$ cat src/rtl/mux_select_sequencer_pkg.sv
// Shared types and constants for the mux select sequencer.
package mux_select_sequencer_pkg;

  localparam int NUM_CH        = 4;
  localparam int DWELL_DEFAULT = 4;
  localparam int CNT_W         = 8;

  typedef enum logic [1:0] {
    IDLE    = 2'd0,
    SETTLE  = 2'd1,
    CAPTURE = 2'd2,
    DONE    = 2'd3
  } state_t;

endpackage

$ cat src/rtl/mux_select_sequencer_chan_next.sv
// Finds the next enabled channel above cur (or at/above cur when inclusive).
// Combinational; lowest qualifying channel wins.
module mux_chan_next
  import mux_select_sequencer_pkg::*;
(
  input  logic [NUM_CH-1:0] mask,
  input  logic [1:0]        cur,
  input  logic              inclusive,
  output logic [1:0]        nxt,
  output logic              found
);

  always_comb begin
    nxt   = 2'd0;
    found = 1'b0;
    // Walk downward so the last hit is the lowest qualifying channel.
    for (int i = NUM_CH - 1; i >= 0; i--) begin
      if (mask[i] && ((2'(i) > cur) || (inclusive && (2'(i) == cur)))) begin
        nxt   = 2'(i);
        found = 1'b1;
      end
    end
  end

endmodule

$ cat src/rtl/mux_select_sequencer.sv
// Steps a 4:1 mux select through the enabled channels, holding each for DWELL
// settle cycles, then captures mux_y per channel and pulses sample_valid.
module mux_select_sequencer
  import mux_select_sequencer_pkg::*;
#(
  parameter int DWELL = DWELL_DEFAULT
) (
  input  logic              clk,
  input  logic              rst_n,
  input  logic              start,
  input  logic [NUM_CH-1:0] ch_en,
  input  logic              mux_y,
  output logic [1:0]        sel,
  output logic              busy,
  output logic [NUM_CH-1:0] sample,
  output logic              sample_valid
);

  localparam logic [CNT_W-1:0] DWELL_LAST = CNT_W'(DWELL - 1);

  state_t            state;
  logic [CNT_W-1:0]  cnt;
  logic [NUM_CH-1:0] mask;

  logic [NUM_CH-1:0] srch_mask;
  logic [1:0]        srch_cur;
  logic              srch_incl;
  logic [1:0]        nxt;
  logic              found;

  // One search unit serves both the first-channel pick (from IDLE, on the
  // live ch_en) and the advance decision (from CAPTURE, on the latched mask).
  assign srch_incl = (state == IDLE);
  assign srch_mask = srch_incl ? ch_en : mask;
  assign srch_cur  = srch_incl ? 2'd0 : sel;

  mux_chan_next u_chan_next (
    .mask      (srch_mask),
    .cur       (srch_cur),
    .inclusive (srch_incl),
    .nxt       (nxt),
    .found     (found)
  );

  always_ff @(posedge clk or negedge rst_n) begin
    if (!rst_n) begin
      state        <= IDLE;
      sel          <= 2'd0;
      cnt          <= '0;
      mask         <= '0;
      sample       <= '0;
      sample_valid <= 1'b0;
      busy         <= 1'b0;
    end else begin
      sample_valid <= 1'b0;
      case (state)
        IDLE: begin
          if (start) begin
            mask   <= ch_en;
            sample <= '0;
            cnt    <= '0;
            busy   <= 1'b1;
            if (found) begin
              sel   <= nxt;
              state <= SETTLE;
            end else begin
              state        <= DONE;
              sample_valid <= 1'b1;
            end
          end
        end
        SETTLE: begin
          cnt <= cnt + 1'b1;
          if (cnt == DWELL_LAST) state <= CAPTURE;
        end
        CAPTURE: begin
          sample[sel] <= mux_y;
          if (found) begin
            sel   <= nxt;
            cnt   <= '0;
            state <= SETTLE;
          end else begin
            state        <= DONE;
            sample_valid <= 1'b1;
          end
        end
        DONE: begin
          state <= IDLE;
          busy  <= 1'b0;
        end
        default: begin
          state <= IDLE;
          busy  <= 1'b0;
        end
      endcase
    end
  end

endmodule
$ cat config.mk
export PLATFORM = sky130hd
export DESIGN_NAME = mux_select_sequencer
export DESIGN_NICKNAME = d
export VERILOG_FILES = /design/src/rtl/mux_select_sequencer_pkg.sv /design/src/rtl/mux_select_sequencer_chan_next.sv /design/src/rtl/mux_select_sequencer.sv
export SDC_FILE = /design/constraint.sdc
export NUM_CORES = 1
export LEC_CHECK = 0
export CAP_MARGIN = 20
export CELL_PAD_IN_SITES_DETAIL_PLACEMENT = 1
export CELL_PAD_IN_SITES_GLOBAL_PLACEMENT = 1
export CORE_AREA = 2 2 78 50
export CTS_CLUSTER_DIAMETER = 50
export DETAILED_ROUTE_END_ITERATION = 16
export DIE_AREA = 0 0 80 52
export GPL_ROUTABILITY_DRIVEN = 0
export PLACE_DENSITY = 0.78
export SETUP_SLACK_MARGIN = 0.2
export SKIP_CTS_REPAIR_TIMING = 1
export SLEW_MARGIN = 40
export SYNTH_ARGS = -nofsm -noshare
export SYNTH_HDL_FRONTEND = slang
export SYNTH_SLANG_ARGS = --single-unit
$ cat constraint.sdc
create_clock -name clk -period 1.4 [get_ports clk]
set_input_delay 0.28 -clock clk [delete_from_list [all_inputs] [get_ports clk]]
set_output_delay 0.28 -clock clk [all_outputs]
set_load 0.05 [all_outputs]
==> metrics.md <==
| Metric | Value |
|---|---|
| Critical path endpoint category | `flop` |
| Syn Nets | `132` |
| Placed cells | `204` |
| Pwr per Cell Area | `2180 nW/um^2` |
| Post-route DRC | `0` |
| GRT Util Overall | `0.186` |
| P_int | `2.44 mW` |
| Number of fill cells | `377` |
| HPWL after DPL | `2.59 mm` |
| Final #Nets | `183` |
| Die span in y | `52 um` |
| Yosys top cell by area | `dfrtp_1` |
| Worst-path cell chain | `buf_6 -> buf_8 -> and2b_2 -> nand2b_1 -> mux2i_1 -> a211o_1` |
| Initial Util | `0.350` |
| Largest family of logic cells by synthesized area | `compound AO/OA/AOI/OAI gates` |
| Post-synthesis sequential area ratio | `0.430` |
| Worst Path Max Fanout | `6` |
| Final ANT Viol Nets | `0` |
| Initial antenna violation count | `0` |
| Vias | `1250` |
| Clock sinks | `21` |
| Drt first-iter violations | `77` |
| Max_cap viols | `0` |
| Achievable frequency | `640 MHz` |
| Critical path arrival | `1.72 ns` |
| P&R area growth vs syn | `62.9%` |
| TritonRoute pass-1 iters | `4` |
| Core box area | `3490 sq um` |
| CP bufs+invs | `2` |
| Comb power frac | `0.640` |
| Slowest Stage Delay on Critical Path | `0.47 ns` |
| Pin count of the biggest net entering global routing | `22` |
| Vias in the first global route | `1194` |
| Fin Clk Skew | `0.00217 ns` |
| Gr ovfl total | `0` |
| #FFs+latches synth | `21` |
| Async set-or-reset flop fraction in the synthesized netlist | `1.00` |
| Slew Viols, Final | `0` |
| ANT cells | `0` |
| CTS tree | `yes` |
| Yosys top cell area share | `0.430` |
| Die X | `80 um` |
| Maximum vdd drop | `1.22 mV` |
| Delay-heaviest family, CP | `flip-flops` |
| Seq pwr share | `0.263` |
| Critical Path Source Type | `flop` |
| Leakage | `0.906 nW` |
| Input/output buffers | `15` |
| Main synth FF type | `dfrtp_1` |
| Hold crit path type | `primary input to async pin` |
| Mean Syn Cell Area | `9.94 sq um` |
| Htree depth | `1` |
| RSZ-0062 raised after global routing | `yes` |
| Final worst slack | `-0.162 ns` |
| Final Setup Violations | `6` |
| CTS max path bufs | `2` |
| Max stage delay cell, worst path | `dfrtp_2` |
| Most common cell in the netlist | `dfrtp_1` |
| Synth top cells by count | `dfrtp_1 (21), nand2_1 (10), nor2_1 (10)` |
| Post-synthesis compound-gate area fraction | `0.228` |
| CTS Buf Count | `3` |
| Slew margin rel. | `0.800` |
| Warnings from Yosys | `0` |
| Worst slew pin tran | `0.300 ns` |
| Clk slew on worst S/H paths | `0.08 ns` |
| Total net switching power | `1.91 mW` |
| Sw frac | `0.440` |
| Ratio of cells with drive above 1 in the final layout | `0.532` |
| Vias/cell | `5.68` |
| Worst-Skew Late Latency | `0.27 ns` |
| Number of enable flip-flop cells after synthesis | `0` |
| Synth Instances | `123` |
| Global-route wire length before repair | `5.84 mm` |
| FP Rows | `17` |
| Min cycle time layout | `1.56 ns` |
| Yosys cell types | `48` |
| # IOs | `16` |
| Mux cell area share after synthesis | `0.0614` |
| CP required | `1.56 ns` |
| Post-synthesis adder-cell area fraction | `0.0102` |
| Final cell count without fillers | `220` |
| Fin util | `0.571` |
| Failing checks | `setup timing` |
| Crit Path Category | `flop to flop` |
| Top cells by area, synth | `dfrtp_1 (43%), mux2_2 (3.7%), nand2_1 (3.1%)` |
| Clock power share | `0.096` |
| Tcrit/Tclk final | `1.12` |
| Cell Area, Synth | `1220 sq um` |
| DIE AREA | `4160 sq um` |
| XOR/XNOR Fraction of Synth Area | `0` |
| Final hold violations | `0` |
| DR WL/cell | `22.1 um` |
| Final setup TNS | `-0.404 ns` |
| Root Driver | `clkbuf_8` |
| WL final | `4.87 mm` |
| Status | `finished, violations left` |
| Synth Area in Simple Gates | `0.221` |
placed cells by master, fill, tap and decap left out, types with 3 or more instances in the layout:
master,count
a21oi_1,5
buf_12,8
buf_4,31
buf_6,5
clkbuf_8,3
clkdlybuf4s50_1,5
dfrtp_1,17
dfrtp_2,4
mux2_4,3
nand2_1,7
nand3_1,4
nand3_2,3
nor2_1,7
o21a_1,3
o21ai_1,4
layout make-up:
cell class / instances / area (sq um) / area share
multi-input combinational: 94 / 810 / 0.406
timing repair buffer: 52 / 539 / 0.271
sequential: 21 / 531 / 0.266
tap: 47 / 58.8 / 0.0295
clock buffer: 3 / 41.3 / 0.0207
inverter: 2 / 7.51 / 0.00377
clock inverter: 1 / 5.00 / 0.00251
worst register-to-register path, cell delays in order, from the launching register on:
cell and delay, ns:
dfrtp_2 0.47, buf_6 0.14, buf_8 0.12, and2b_2 0.24, nand2b_1 0.12, mux2i_1 0.11, a211o_1 0.25
per-stage QoR:
step	total power, mW	setup slack [ns]	area, sq um	hold slack [ns]
6_report	4.35	-0.162	1990	0.353
5_1_grt	4.55	-0.192	1990	0.356
4_1_cts	3.51	-0.0820	1710	0.356
3_5_place_dp	3.08	-0.299	1660	0.544
3_3_place_gp	2.96	-0.204	1660	0.525
2_1_floorplan	2.22	-0.0508	1240	-0.0156
worst paths after layout:
check	end	start	cells past startpoint	slack, ns
min in group clk	mask[1]	ch_en[1]	2	0.36
max in group asynchronous	state[0]	rst_n	2	0.79
setup / recovery	cnt[7]	state[0]	6	-0.16
setup reg to reg	cnt[7]	state[0]	6	-0.16
hold reg to reg	sample[3]	sample[3]	2	0.58
hold / removal	mask[2]	rst_n	2	0.35
flip-flops by register name, summed over array words and instances (netlist names):
name and cells:
busy 1, cnt 8, mask 3, sample 4
sample_valid 1, sel 2, state 2
logic make-up after synthesis:
| kind of cell | Yosys count |
|---|---|
| AND/OR/NAND/NOR | 48 |
| adder cells (fa/ha/maj) | 1 |
| buffers and inverters | 8 |
| multiplexers | 7 |
| AO/OA/AOI/OAI | 38 |
| flip-flops | 21 |
power groups by stage:
stage                     clock network [mW]  registers [mW]  logic, mW
after floorplan                            0            1.22       1.01
after global placement                     0            1.07       1.89
after detailed placement                   0            1.08       1.99
after CTS                              0.432            1.07       2.00
after global routing                   0.456            1.17       2.93
final                                  0.420            1.15       2.78
routing by layer:
layer | vias to the layer above | share of wire | global-route usage
met5 | - | 0 | 0
met4 | 0 | 0.022 | 0.0452
met3 | 11 | 0.038 | 0.0382
met2 | 43 | 0.51 | 0.304
met1 | 640 | 0.43 | 0.255
li1 | 556 | - | -
Power figures use the tool's default switching activity.
